--- src/rtl/uart_pkg.sv ---
// rtl/uart_pkg.sv - shared encodings, FSM state types and helpers for uart_core
package uart_pkg;

  localparam int PAR_NONE = 0;
  localparam int PAR_ODD  = 1;
  localparam int PAR_EVEN = 2;

  typedef enum logic [2:0] {
    TX_IDLE,
    TX_START,
    TX_DATA,
    TX_PARITY,
    TX_STOP
  } tx_state_e;

  typedef enum logic [2:0] {
    RX_IDLE,
    RX_START,
    RX_DATA,
    RX_PARITY,
    RX_STOP
  } rx_state_e;

  // Clocks per oversample tick, rounded to nearest and never below 1.
  function automatic int div_calc(input int clk_hz, input int baud, input int ovs);
    int d;
    d = (clk_hz + (baud * ovs) / 2) / (baud * ovs);
    return (d < 1) ? 1 : d;
  endfunction

  function automatic logic maj3(input logic a, input logic b, input logic c);
    return (a & b) | (a & c) | (b & c);
  endfunction

endpackage

--- src/rtl/uart_if.sv ---
// rtl/uart_if.sv - host-side TX/RX handshake bundle for uart_core
interface uart_if #(
  parameter int DATA_BITS = 8
);
  logic [DATA_BITS-1:0] tx_data;
  logic                 tx_valid;
  logic                 tx_ready;
  logic [DATA_BITS-1:0] rx_data;
  logic                 rx_valid;
  logic                 rx_ack;
  logic                 rx_parity_err;
  logic                 rx_frame_err;
  logic                 rx_overrun;

  modport master (
    output tx_data, tx_valid, rx_ack,
    input  tx_ready, rx_data, rx_valid, rx_parity_err, rx_frame_err, rx_overrun
  );

  modport slave (
    input  tx_data, tx_valid, rx_ack,
    output tx_ready, rx_data, rx_valid, rx_parity_err, rx_frame_err, rx_overrun
  );
endinterface

--- src/rtl/uart_baud_gen.sv ---
// rtl/uart_baud_gen.sv - free-running divider, one-clock tick every DIV clocks
module uart_baud_gen #(
  parameter int DIV = 1
) (
  input  logic clk,
  input  logic rst,
  output logic tick
);
  localparam int            CW       = (DIV > 1) ? $clog2(DIV) : 1;
  localparam logic [CW-1:0] CNT_LAST = CW'(DIV - 1);

  logic [CW-1:0] cnt_q, cnt_d;

  always_comb begin
    cnt_d = (cnt_q == CNT_LAST) ? '0 : cnt_q + 1'b1;
  end

  always_ff @(posedge clk or negedge rst) begin
    if (!rst) cnt_q <= '0;
    else      cnt_q <= cnt_d;
  end

  assign tick = (cnt_q == CNT_LAST);
endmodule

--- src/rtl/uart_core.sv ---
// rtl/uart_core.sv - full-duplex UART: handshaked TX, majority-vote RX with error flags
module uart_core
  import uart_pkg::*;
#(
  parameter int CLK_HZ    = 50_000_000,
  parameter int BAUD      = 9600,
  parameter int OVS       = 8,
  parameter int DATA_BITS = 8,
  parameter int PARITY    = 0,
  parameter int STOP_BITS = 1
) (
  input  logic   clk,
  input  logic   rst,
  uart_if.slave  bus,
  output logic   txd,
  input  logic   rxd,
  input  logic   loopback
);
  localparam int            DIV      = div_calc(CLK_HZ, BAUD, OVS);
  localparam int            BIT_CLKS = DIV * OVS;
  localparam int            BW       = $clog2(BIT_CLKS);
  localparam int            TW       = $clog2(OVS);
  localparam logic [BW-1:0] BIT_LAST = BW'(BIT_CLKS - 1);
  localparam logic [TW-1:0] T_S0     = TW'(OVS / 2 - 1);
  localparam logic [TW-1:0] T_S1     = TW'(OVS / 2);
  localparam logic [TW-1:0] T_S2     = TW'(OVS / 2 + 1);
  localparam logic [TW-1:0] T_LAST   = TW'(OVS - 1);
  localparam logic [2:0]    D_LAST   = 3'(DATA_BITS - 1);
  localparam logic [2:0]    S_LAST   = 3'(STOP_BITS - 1);
  localparam logic          ODD      = (PARITY == PAR_ODD);

  tx_state_e            tx_state_q, tx_state_d;
  logic [BW-1:0]        tx_cnt_q, tx_cnt_d;
  logic [2:0]           tx_idx_q, tx_idx_d;
  logic [DATA_BITS-1:0] tx_shift_q, tx_shift_d;
  logic                 tx_par_q, tx_par_d;
  logic                 tx_line;
  logic                 tx_bit_end;

  assign tx_bit_end = (tx_cnt_q == BIT_LAST);

  // Bit timing uses its own counter so TX edges are exact regardless of tick phase.
  always_comb begin
    tx_state_d = tx_state_q;
    tx_cnt_d   = tx_cnt_q;
    tx_idx_d   = tx_idx_q;
    tx_shift_d = tx_shift_q;
    tx_par_d   = tx_par_q;
    tx_line    = 1'b1;
    if (tx_state_q != TX_IDLE) tx_cnt_d = tx_bit_end ? '0 : tx_cnt_q + 1'b1;
    case (tx_state_q)
      TX_IDLE: begin
        if (bus.tx_valid) begin
          tx_state_d = TX_START;
          tx_shift_d = bus.tx_data;
          tx_par_d   = (^bus.tx_data) ^ ODD;
        end
      end
      TX_START: begin
        tx_line = 1'b0;
        if (tx_bit_end) begin
          tx_state_d = TX_DATA;
          tx_idx_d   = '0;
        end
      end
      TX_DATA: begin
        tx_line = tx_shift_q[0];
        if (tx_bit_end) begin
          tx_shift_d = {1'b0, tx_shift_q[DATA_BITS-1:1]};
          if (tx_idx_q == D_LAST) begin
            tx_state_d = (PARITY != PAR_NONE) ? TX_PARITY : TX_STOP;
            tx_idx_d   = '0;
          end else begin
            tx_idx_d = tx_idx_q + 1'b1;
          end
        end
      end
      TX_PARITY: begin
        tx_line = tx_par_q;
        if (tx_bit_end) tx_state_d = TX_STOP;
      end
      TX_STOP: begin
        if (tx_bit_end) begin
          if (tx_idx_q == S_LAST) tx_state_d = TX_IDLE;
          else                    tx_idx_d   = tx_idx_q + 1'b1;
        end
      end
      default: tx_state_d = TX_IDLE;
    endcase
  end

  always_ff @(posedge clk or negedge rst) begin
    if (!rst) begin
      tx_state_q <= TX_IDLE;
      tx_cnt_q   <= '0;
      tx_idx_q   <= '0;
      tx_shift_q <= '0;
      tx_par_q   <= 1'b0;
    end else begin
      tx_state_q <= tx_state_d;
      tx_cnt_q   <= tx_cnt_d;
      tx_idx_q   <= tx_idx_d;
      tx_shift_q <= tx_shift_d;
      tx_par_q   <= tx_par_d;
    end
  end

  assign bus.tx_ready = (tx_state_q == TX_IDLE);
  assign txd          = loopback ? 1'b1 : tx_line;

  logic                 tick;
  logic                 sync1_q, sync2_q;
  rx_state_e            rx_state_q, rx_state_d;
  logic [TW-1:0]        rx_tcnt_q, rx_tcnt_d;
  logic [2:0]           rx_idx_q, rx_idx_d;
  logic [DATA_BITS-1:0] rx_word_q, rx_word_d;
  logic [1:0]           rx_smp_q, rx_smp_d;
  logic                 rx_perr_f_q, rx_perr_f_d;
  logic [DATA_BITS-1:0] rx_data_q, rx_data_d;
  logic                 rx_valid_q, rx_valid_d;
  logic                 rx_perr_q, rx_perr_d;
  logic                 rx_ferr_q, rx_ferr_d;
  logic                 rx_ovr_q, rx_ovr_d;
  logic                 rx_bit, rx_done, rx_ferr_now;

  uart_baud_gen #(.DIV(DIV)) u_baud_gen (
    .clk  (clk),
    .rst  (rst),
    .tick (tick)
  );

  assign rx_bit = maj3(rx_smp_q[0], rx_smp_q[1], sync2_q);

  always_comb begin
    rx_state_d  = rx_state_q;
    rx_tcnt_d   = rx_tcnt_q;
    rx_idx_d    = rx_idx_q;
    rx_word_d   = rx_word_q;
    rx_smp_d    = rx_smp_q;
    rx_perr_f_d = rx_perr_f_q;
    rx_done     = 1'b0;
    rx_ferr_now = 1'b0;
    if (tick) begin
      if (rx_state_q == RX_IDLE) begin
        if (!sync2_q) begin
          rx_state_d  = RX_START;
          rx_tcnt_d   = '0;
          rx_perr_f_d = 1'b0;
        end
      end else begin
        rx_tcnt_d = (rx_tcnt_q == T_LAST) ? '0 : rx_tcnt_q + 1'b1;
        if (rx_tcnt_q == T_S0) rx_smp_d[0] = sync2_q;
        if (rx_tcnt_q == T_S1) rx_smp_d[1] = sync2_q;
        case (rx_state_q)
          RX_START: begin
            if (rx_tcnt_q == T_S2 && rx_bit) begin
              rx_state_d = RX_IDLE;
            end else if (rx_tcnt_q == T_LAST) begin
              rx_state_d = RX_DATA;
              rx_idx_d   = '0;
            end
          end
          RX_DATA: begin
            if (rx_tcnt_q == T_S2) rx_word_d = {rx_bit, rx_word_q[DATA_BITS-1:1]};
            if (rx_tcnt_q == T_LAST) begin
              if (rx_idx_q == D_LAST) begin
                rx_state_d = (PARITY != PAR_NONE) ? RX_PARITY : RX_STOP;
                rx_idx_d   = '0;
              end else begin
                rx_idx_d = rx_idx_q + 1'b1;
              end
            end
          end
          RX_PARITY: begin
            if (rx_tcnt_q == T_S2) rx_perr_f_d = rx_bit ^ (^rx_word_q) ^ ODD;
            if (rx_tcnt_q == T_LAST) rx_state_d = RX_STOP;
          end
          RX_STOP: begin
            // Leave on the first stop sample so an early next start edge is caught.
            if (rx_tcnt_q == T_S2) begin
              rx_state_d  = RX_IDLE;
              rx_done     = 1'b1;
              rx_ferr_now = ~rx_bit;
            end
          end
          default: rx_state_d = RX_IDLE;
        endcase
      end
    end
  end

  always_comb begin
    rx_data_d  = rx_data_q;
    rx_valid_d = rx_valid_q;
    rx_perr_d  = rx_perr_q;
    rx_ferr_d  = rx_ferr_q;
    rx_ovr_d   = rx_ovr_q;
    if (rx_done) begin
      rx_data_d  = rx_word_q;
      rx_valid_d = 1'b1;
      rx_perr_d  = rx_perr_f_q;
      rx_ferr_d  = rx_ferr_now;
      rx_ovr_d   = rx_valid_q & ~bus.rx_ack;
    end else if (bus.rx_ack && rx_valid_q) begin
      rx_valid_d = 1'b0;
      rx_ovr_d   = 1'b0;
    end
  end

  always_ff @(posedge clk or negedge rst) begin
    if (!rst) begin
      sync1_q     <= 1'b1;
      sync2_q     <= 1'b1;
      rx_state_q  <= RX_IDLE;
      rx_tcnt_q   <= '0;
      rx_idx_q    <= '0;
      rx_word_q   <= '0;
      rx_smp_q    <= '0;
      rx_perr_f_q <= 1'b0;
      rx_data_q   <= '0;
      rx_valid_q  <= 1'b0;
      rx_perr_q   <= 1'b0;
      rx_ferr_q   <= 1'b0;
      rx_ovr_q    <= 1'b0;
    end else begin
      sync1_q     <= loopback ? tx_line : rxd;
      sync2_q     <= sync1_q;
      rx_state_q  <= rx_state_d;
      rx_tcnt_q   <= rx_tcnt_d;
      rx_idx_q    <= rx_idx_d;
      rx_word_q   <= rx_word_d;
      rx_smp_q    <= rx_smp_d;
      rx_perr_f_q <= rx_perr_f_d;
      rx_data_q   <= rx_data_d;
      rx_valid_q  <= rx_valid_d;
      rx_perr_q   <= rx_perr_d;
      rx_ferr_q   <= rx_ferr_d;
      rx_ovr_q    <= rx_ovr_d;
    end
  end

  assign bus.rx_data       = rx_data_q;
  assign bus.rx_valid      = rx_valid_q;
  assign bus.rx_parity_err = rx_perr_q;
  assign bus.rx_frame_err  = rx_ferr_q;
  assign bus.rx_overrun    = rx_ovr_q;
endmodule
--- src/flat_wrapper.sv ---
// flat-port wrapper written by rule: the top's interface ports become plain ports
module uart_core_flat import uart_pkg::*;
#(
  parameter int CLK_HZ    = 50_000_000,
  parameter int BAUD      = 9600,
  parameter int OVS       = 8,
  parameter int DATA_BITS = 8,
  parameter int PARITY    = 0,
  parameter int STOP_BITS = 1
)
  (clk, rst, txd, rxd, loopback, bus_tx_data, bus_tx_valid, bus_rx_ack, bus_tx_ready, bus_rx_data, bus_rx_valid, bus_rx_parity_err, bus_rx_frame_err, bus_rx_overrun);
  uart_if #(.DATA_BITS(DATA_BITS)) bus_i ();
  input  logic clk;
  input  logic rst;
  output logic txd;
  input  logic rxd;
  input  logic loopback;
  input wire logic [$bits(bus_i.tx_data)-1:0] bus_tx_data;
  input wire logic [$bits(bus_i.tx_valid)-1:0] bus_tx_valid;
  input wire logic [$bits(bus_i.rx_ack)-1:0] bus_rx_ack;
  output wire logic [$bits(bus_i.tx_ready)-1:0] bus_tx_ready;
  output wire logic [$bits(bus_i.rx_data)-1:0] bus_rx_data;
  output wire logic [$bits(bus_i.rx_valid)-1:0] bus_rx_valid;
  output wire logic [$bits(bus_i.rx_parity_err)-1:0] bus_rx_parity_err;
  output wire logic [$bits(bus_i.rx_frame_err)-1:0] bus_rx_frame_err;
  output wire logic [$bits(bus_i.rx_overrun)-1:0] bus_rx_overrun;
  assign bus_i.tx_data = bus_tx_data;
  assign bus_i.tx_valid = bus_tx_valid;
  assign bus_i.rx_ack = bus_rx_ack;
  assign bus_tx_ready = bus_i.tx_ready;
  assign bus_rx_data = bus_i.rx_data;
  assign bus_rx_valid = bus_i.rx_valid;
  assign bus_rx_parity_err = bus_i.rx_parity_err;
  assign bus_rx_frame_err = bus_i.rx_frame_err;
  assign bus_rx_overrun = bus_i.rx_overrun;
  uart_core #(.CLK_HZ(CLK_HZ), .BAUD(BAUD), .OVS(OVS), .DATA_BITS(DATA_BITS), .PARITY(PARITY), .STOP_BITS(STOP_BITS)) u_core (.clk(clk), .rst(rst), .bus(bus_i), .txd(txd), .rxd(rxd), .loopback(loopback));
endmodule
--- config.mk ---
export PLATFORM = sky130hd
export DESIGN_NAME = uart_core_flat
export DESIGN_NICKNAME = d
export VERILOG_FILES = /design/src/rtl/uart_pkg.sv /design/src/rtl/uart_if.sv /design/src/rtl/uart_baud_gen.sv /design/src/rtl/uart_core.sv /design/src/flat_wrapper.sv
export SDC_FILE = /design/constraint.sdc
export NUM_CORES = 1
export LEC_CHECK = 0
export BUFFER_PORTS_ARGS = -buffer_cell sky130_fd_sc_hd__buf_4
export CORE_UTILIZATION = 45
export DETAILED_ROUTE_END_ITERATION = 7
export PLACE_DENSITY = 0.76
export SLEW_MARGIN = 25
export SYNTH_ARGS = -nofsm -noshare
export SYNTH_HDL_FRONTEND = slang
export SYNTH_HIERARCHICAL = 1
export SYNTH_SLANG_ARGS = --single-unit
export TNS_END_PERCENT = 10
--- constraint.sdc ---
create_clock -name clk -period 2.57 [get_ports clk]
set_input_delay 0.1285 -clock clk [delete_from_list [all_inputs] [get_ports clk]]
set_output_delay 0.1285 -clock clk [all_outputs]
set_load 0.005 [all_outputs]
==> summary.md, run 1 <==
| Metric | Value |
|---|---|
| Dpl ws | between 0.15 and 0.2 ns |
| Layout area overhead | 14.91% |
| Core area | ~8300 um2 |
| Slew Viols, Final | 0 |
| Routed wire length | 7139 um |
| Diode count | 0 |
| Net Sw Frac | 25.57% |
| Vias in the first global route | 2784 |
| Net Switching | 691.0 uW |
| Hold Fails Final Rpt | 0 |
| Initial antenna violation count | 0 |
| Full die area | 8989 um2 |
| Reg area | 1804 um2 |
| Clock share of power | a little under two fifths |
| Static Leakage | between 0.002 and 0.0025 uW |
| Power per cell area | 606.6 nW/um2 |
| Cells on Worst Hold Path | 3 |
| Final WS setup | 0.1884 ns |
| Nets | 411 |
| Clk slew on worst S/H paths | 0.08 ns |
| Hold Path Class | in2reg |
| DR vias | 2743 |
| Area of the multi-input gates | 1912 um2 |
| #FFs+latches synth | 72 |
| Worst-margin pin slew | 0.4222 ns |
| Synth cell types | 67 |
| Gate power share | 11.9% |
| Dominant synthesized flop cell | dfrtp_1 |
| Total CTS buffers | 9 |
| Die width | 94.81 um |
| Tmin final | 2.382 ns |
| Worst vdd ir | 0.3110 mV |
| WP data required | 2.80 ns |
| Register area share after synthesis | 46.55% |
| Syn Inst Count | 350 |
| FMAX | 0.4199 GHz |
| Syn Std Cell Area | 3876 um2 |
| Drt drc | 0 |
| Commonest non-fill, non-tap cell in the layout | dfrtp_1 |
| Std cell rows | 33 |
| Grt ovf | 0 |
| Sequential Power Share | 50.1% |
| Clk Tree Root Cell | clkbuf_8 |
| Setup TNS | 0 ns |
| Setup bufs post-CTS | 0 |
| Number of H-tree levels | 3 |
| CTS tree | yes |
| Outcome | finished clean |
| Most frequent cells in the layout | dfrtp_1, buf_4, mux2_2, xnor2_1, nand2_1 |
| Worst slew margin | a little under three quarters |
| Async set-reset flop share out of synthesis | 100.0% |
| RSZ-0062 raised after global routing | no |
| Crit path max fanout | 6 |
| Layout cells sized above 1 | about a quarter |
| Avg WL per Cell | 14.45 um |
| Post-synthesis net count | 377 |
| Worst hold slack | 0.03618 ns |
| Synth warn | 6 |
| IO Port Bufs | 27 |
| First-pass GRT wire length | ~13000 um |
| Hpwl dp | between 4000 and 5000 um |
| Post-route ant nets | 0 |
| First-pass DRT Iterations | 4 |
| Total GRT Usage | roughly 18% |
| Vias per inst | 5.553 |
| GPL Wtd Cong | 0.8243 |
| Iter 0 DRT Violations | 83 |
| Clock buffer depth | 2 |
| Clk sinks | 72 |
| CP max-delay cell | dfrtp_1 |
| DIE HEIGHT | 94.81 um |
| Clock skew | slightly below 0.01 ns |
| Clk_lat worst skew | 0.35 ns |
| Post-synth EDFFs | 0 |
| Slowest cell delay on critical path | 0.44 ns |
| WP data arrival | between 2 and 3 ns |
| Largest net degree at the start of global routing | 73 |
| Reg2reg setup slack | 0.19 ns |
| FILL cells | 725 |
| Final period util | 92.67% |
| Int Pwr | 2011 uW |
| Final Core Density | a little over half |
| R2R cell count | 7 |
| Setup crit start kind | flop |
| Setup violators final | 0 |
| Setup Crit Path Kind | reg2reg |
| Max cap viols | 0 |
| CP endpoint kind | flop |
| Crit-path cells | inv_1 -> ha_1 -> or3b_1 -> nor4_4 -> nor2b_1 -> and4_1 -> mux2_2 |
| Avg Cell Area, Syn | 11.07 um2 |
| Initial Util | 46.94% |
| Number of I/O pins | 28 |
## critical path, delay by kind of cell, from the launching register on
kind / cells / cell delay, ns
adder cells (fa/ha/maj): 1 / 0.13
buffers and inverters: 1 / 0.08
multiplexers: 1 / 0.35
flip-flops: 1 / 0.44
AND/OR/NAND/NOR: 4 / 1.27
## final cells by class
type	instances	share of cell area [%]
multi-input combinational	247	42.92
sequential	72	40.51
clock inverter	4	1.713
tap	105	2.949
timing repair buffer	38	7.079
clock buffer	12	3.483
inverter	16	1.348
## cells in the mapped netlist, types with 4 or more instances
| master | count | share of area (%) |
|---|---|---|
| and2_1 | 4 | 0.65 |
| ha_1 | 13 | 4.2 |
| nor2_1 | 17 | 1.6 |
| or3_1 | 5 | 0.81 |
| nor3_1 | 4 | 0.52 |
| a21oi_1 | 9 | 1.2 |
| mux2_1 | 4 | 1.2 |
| buf_2 | 7 | 0.90 |
| nand2b_1 | 4 | 0.65 |
| o21ai_0 | 17 | 2.2 |
| nand2_1 | 21 | 2.0 |
| xor2_1 | 4 | 0.90 |
| nand3_1 | 15 | 1.9 |
| xnor2_1 | 23 | 5.2 |
| dfrtp_1 | 70 | 45 |
| nand4_1 | 8 | 1.3 |
| and3_1 | 4 | 0.65 |
| mux2_2 | 26 | 7.6 |
| clkbuf_1 | 4 | 0.39 |
| mux2_4 | 6 | 2.3 |
| inv_1 | 16 | 1.5 |
| a31oi_1 | 4 | 0.65 |
## per-stage QoR
step	power, uW	instance area (um2)	std cells
floorplan	1569	3876	350
global placement	1667	4155	473
detailed placement	1686	4155	473
CTS	2731	4427	493
global route	2847	4454	494
finish	2702	4454	494
## kinds of logic after synthesis
family / after synthesis / share of synthesized area, %
flops: 72 / 46.55
compound gates: 61 / 10.56
fa+ha+maj: 14 / 4.455
buf+inv: 31 / 4.132
xor+xnor: 28 / 6.682
simple gates: 107 / 16.33
mux: 37 / 11.30
## worst paths after layout
kind                                                      startpoint                                   end
worst max-delay path            u_core/u_baud_gen/cnt_q[0]$_DFF_PN0_        u_core/rx_idx_q[1]$_DFFE_PN0P_
worst min-delay path                                             rxd              u_core/sync1_q$_DFF_PN1_
worst max register to register  u_core/u_baud_gen/cnt_q[0]$_DFF_PN0_        u_core/rx_idx_q[1]$_DFFE_PN0P_
worst min register to register              u_core/sync1_q$_DFF_PN1_              u_core/sync2_q$_DFF_PN1_
max in group asynchronous                                        rst              u_core/sync2_q$_DFF_PN1_
min in group asynchronous                                        rst  u_core/u_baud_gen/cnt_q[7]$_DFF_PN0_
## metal layers
layer	global-route usage, %	up-vias	routed length (um)
met3	4.911	7	227
met2	28.90	44	3489
met4	7.197	0	96
met1	24.19	1365	3326
li1	-	1327	-
met5	0	-	0
## power groups by stage
stage / clock network (uW) / registers (uW) / logic, uW
detailed placement: 0 / 1370 / 318
global route: 1100 / 1370 / 373
floorplan: 0 / 1340 / 228
global placement: 0 / 1360 / 305
finish: 1030 / 1350 / 322
CTS: 1060 / 1350 / 321
## registers in the layout, summed over array words and instances, names as in the netlist, 2 cells and up
| register | count |
|---|---|
| u_core/bus.rx_data | 8 |
| u_core/rx_idx_q | 3 |
| u_core/rx_smp_q | 2 |
| u_core/rx_state_q | 3 |
| u_core/rx_tcnt_q | 3 |
| u_core/rx_word_q | 8 |
| u_core/tx_cnt_q | 13 |
| u_core/tx_idx_q | 3 |
| u_core/tx_shift_q | 8 |
| u_core/tx_state_q | 3 |
| u_core/u_baud_gen/cnt_q | 10 |
## repair_timing
action | CTS | global route
hold endpoints to repair | 74 | 0
endpoints found under the setup margin | 0 | 4
hold buffers | 4 | 0
gates resized for setup | 0 | 1
Power figures use the tool's default switching activity.
==> inputs of run 2 (changes only) <==
Settings changed: ABC_AREA from default to 1, CTS_CLUSTER_SIZE from default to 30, TNS_END_PERCENT 10 to 100.
==> run 2 against run 1 <==
Synthesized area increased by 2.2%; via count is 17% higher; critical path depth unchanged; synthesized cell count rose by 41%; clock power increased by 5%; critical endpoint is now txd; largest cell class unchanged; largest power group unchanged.
==> summary.md, run 2 <==
| Metric | Value |
|---|---|
| Met2 WL | 3638 um |
| FMAX | 0.4855 GHz |
| Clock share of power | a little over 30% |
| Tmin final | roughly 2.1 ns |
| Clk slew on worst S/H paths | 0.08 ns |
| Fin cells | approximately 640 |
| Total GRT Usage | 17.87% |
| Int Pwr | 2323 uW |
| Total CTS buffers | 9 |
| Hold Fails Final Rpt | 0 |
| Slew Viols, Final | 0 |
| Post-CTS sizing | 0 |
| First-pass DRT Iterations | 6 |
| Power per cell area | 769.6 nW/um2 |
| Hpwl dp | 5297 um |
| Vias per inst | 5.027 |
| RSZ-0062 raised after global routing | no |
| Syn Inst Count | 492 |
| Setup violators final | 0 |
| Clock buffer depth | 2 |
| Routed wl met3 | roughly 220 um |
| Commonest non-fill, non-tap cell in the layout | nand2_1 |
| Setup TNS | 0 ns |
| Avg Cell Area, Syn | about 8.1 um2 |
| Largest register FFs | 13 |
| Max cap viols | 0 |
| Number of H-tree levels | 3 |
| Post-synthesis net count | 519 |
| Top sig layer | met4 |
| Area leader, netlist | dfrtp_1 |
| Setup Crit Path Kind | reg2out |
| Largest net degree at the start of global routing | 73 |
| Post-synth top cells | nand2_1, dfrtp_1, inv_1 |
| Post-synth EDFFs | 0 |
| GPL Wtd Cong | 0.8643 |
| Met1 wire length | 3458 um |
| CTS tree | yes |
| Crit path max fanout | 12 |
| Full die area | 9182 um2 |
| Outcome | finished clean |
| Nets | 553 |
| Most frequent cells in the layout | nand2_1, dfrtp_1, inv_1, nor2_1, o21ai_0 |
| Hold Path Class | in2reg |
| First-pass GRT wire length | roughly 13000 um |
| Layout cells sized above 1 | ~15% |
| Clk sinks | 72 |
| Cell total after placement | roughly 620 |
| Net Switching | between 1000 and 1500 uW |
| Gate power share | ~27% |
| DR vias | 3197 |
| Initial Util | 47.26% |
| Share of the synthesized area in the top cell type | 44.22% |
| Core area | ~8400 um2 |
| Number of I/O pins | 28 |
| Power Total | 3479 uW |
| Avg WL per Cell | 11.53 um |
| Clk Tree Root Cell | clkbuf_8 |
| FILL cells | 779 |
| Final period util | around four fifths |
| Largest Register | u_core/tx_cnt_q |
| Vias in the first global route | 3015 |
| Async set-reset flop share out of synthesis | 100.0% |
| Iter 0 DRT Violations | 140 |
| Synth warn | 6 |
| Setup bufs post-CTS | 0 |
| Largest regs | u_core/tx_cnt_q: 13 flops, u_core/u_baud_gen/cnt_q: 10 flops |
| Routed wire length | 7332 um |
| Worst hold slack | 0.02179 ns |
| Sequential Power Share | 42.3% |
| Std cell rows | 33 |
| Grt ovf | 0 |
| Synth cell types | 42 |
| Die width | 95.83 um |
| CP endpoint kind | output pin |
| Net Sw Frac | between 30% and 40% |
| IO Port Bufs | 27 |
| Worst-margin pin slew | 0.8891 ns |
| Clk_lat worst skew | 0.34 ns |
| Initial antenna violation count | 0 |
| Post-route ant nets | 0 |
| DIE HEIGHT | 95.83 um |
| Dominant synthesized flop cell | dfrtp_1 |
| Top cells by area, synth | dfrtp_1, nand2_1, inv_1 |
| WP data required | 2.44 ns |
| Worst slew margin | about 41% |
| Most frequent cell after synthesis | nand2_1 |
| WP data arrival | between 1.5 and 2 ns |
| #FFs+latches synth | 72 |
| Drt drc | 0 |
| Register area share after synthesis | 45.55% |
| Static Leakage | 0.002270 uW |
| Layout area overhead | 14.12% |
| Diode count | 0 |
| Setup crit start kind | flop |
| Syn Std Cell Area | 3961 um2 |
| Clock skew | roughly 0.012 ns |
| Worst vdd ir | 0.5469 mV |
[run 2: changes by cell type after synthesis, sizes merged, moves of 4 or more]
cell and change:
nand2 +130, inv +46, mux2 -36, o21ai +27, nor2 +25, nand3 +14
xnor2 -13, nor3 +7, buf -6, mux2i +6, or3 -5, nand2b -4
xor2 +4
[run 2: cell families after synthesis]
kind of cell	Yosys count	share of synthesized area [%]
AO/OA/AOI/OAI	58	7.897
adder cells (fa/ha/maj)	13	4.106
XOR/XNOR	18	3.980
flip-flops	72	45.55
multiplexers	7	1.769
AND/OR/NAND/NOR	254	29.47
buffers and inverters	70	7.233
[run 2: through the flow]
step / setup WS (ns) / instance area, um2 / util [%]
global placement: 0.7200 / 4255 / 50.77
global route: 0.3854 / 4521 / 53.93
detailed placement: 0.6129 / 4255 / 50.77
CTS: 0.5050 / 4521 / 53.93
floorplan: 0.8538 / 3961 / -
finish: 0.5104 / 4521 / 53.93
[run 2: final cells by class]
class / count / area, um2 / area share, %
repair buffers: 30 / 230.2 / 5.093
clock inverters: 5 / 103.9 / 2.297
flip-flops and latches: 72 / 1804 / 39.91
inverters: 63 / 239.0 / 5.286
well taps: 105 / 131.4 / 2.906
multi-input cells: 350 / 1871 / 41.38
clock buffers: 11 / 141.4 / 3.128
[run 2: final timing paths]
| check | cells after the start | start | end | slack (ns) |
|---|---|---|---|---|
| max in group asynchronous | 2 | rst | u_core/tx_idx_q[0]$_DFFE_PN0P_ | 1.53 |
| max reg2reg | 11 | u_core/u_baud_gen/cnt_q[0]$_DFF_PN0_ | u_core/rx_word_q[7]$_DFFE_PN0P_ | 0.62 |
| min in group asynchronous | 2 | rst | u_core/tx_cnt_q[10]$_DFFE_PN0P_ | 0.44 |
| min reg2reg | 0 | u_core/sync1_q$_DFF_PN1_ | u_core/sync2_q$_DFF_PN1_ | 0.37 |
| min | 3 | rxd | u_core/sync1_q$_DFF_PN1_ | 0.02 |
| max | 7 | u_core/tx_state_q[0]$_DFFE_PN0P_ | txd | 0.51 |
[run 2: per-layer routing]
| metal | track usage [%] | vias to the layer above |
|---|---|---|
| li1 | - | 1647 |
| met1 | 22.44 | 1499 |
| met2 | 31.01 | 49 |
| met3 | 4.739 | 2 |
| met4 | 3.607 | 0 |
| met5 | 0 | - |
[run 2: power by group through the flow]
stage | clock network [uW] | logic, uW | registers, uW
after floorplan | 0 | 781 | 1450
after global placement | 0 | 898 | 1480
after detailed placement | 0 | 937 | 1490
after CTS | 1110 | 938 | 1470
after global routing | 1150 | 1080 | 1490
final | 1080 | 932 | 1470
[run 2: worst max-delay path, stage by stage (launching register included)]
cell and delay, ns:
dfrtp_1 0.46, inv_1 0.08, nand2_2 0.25, inv_1 0.15, nand2_1 0.08, nand4_1 0.13, or2_2 0.31, buf_4 0.14
[run 2: repair_timing]
item                       in CTS  in global routing
hold endpoints to repair       71                  0
setup endpoints to repair       0                  0
hold buffers                    2                  0
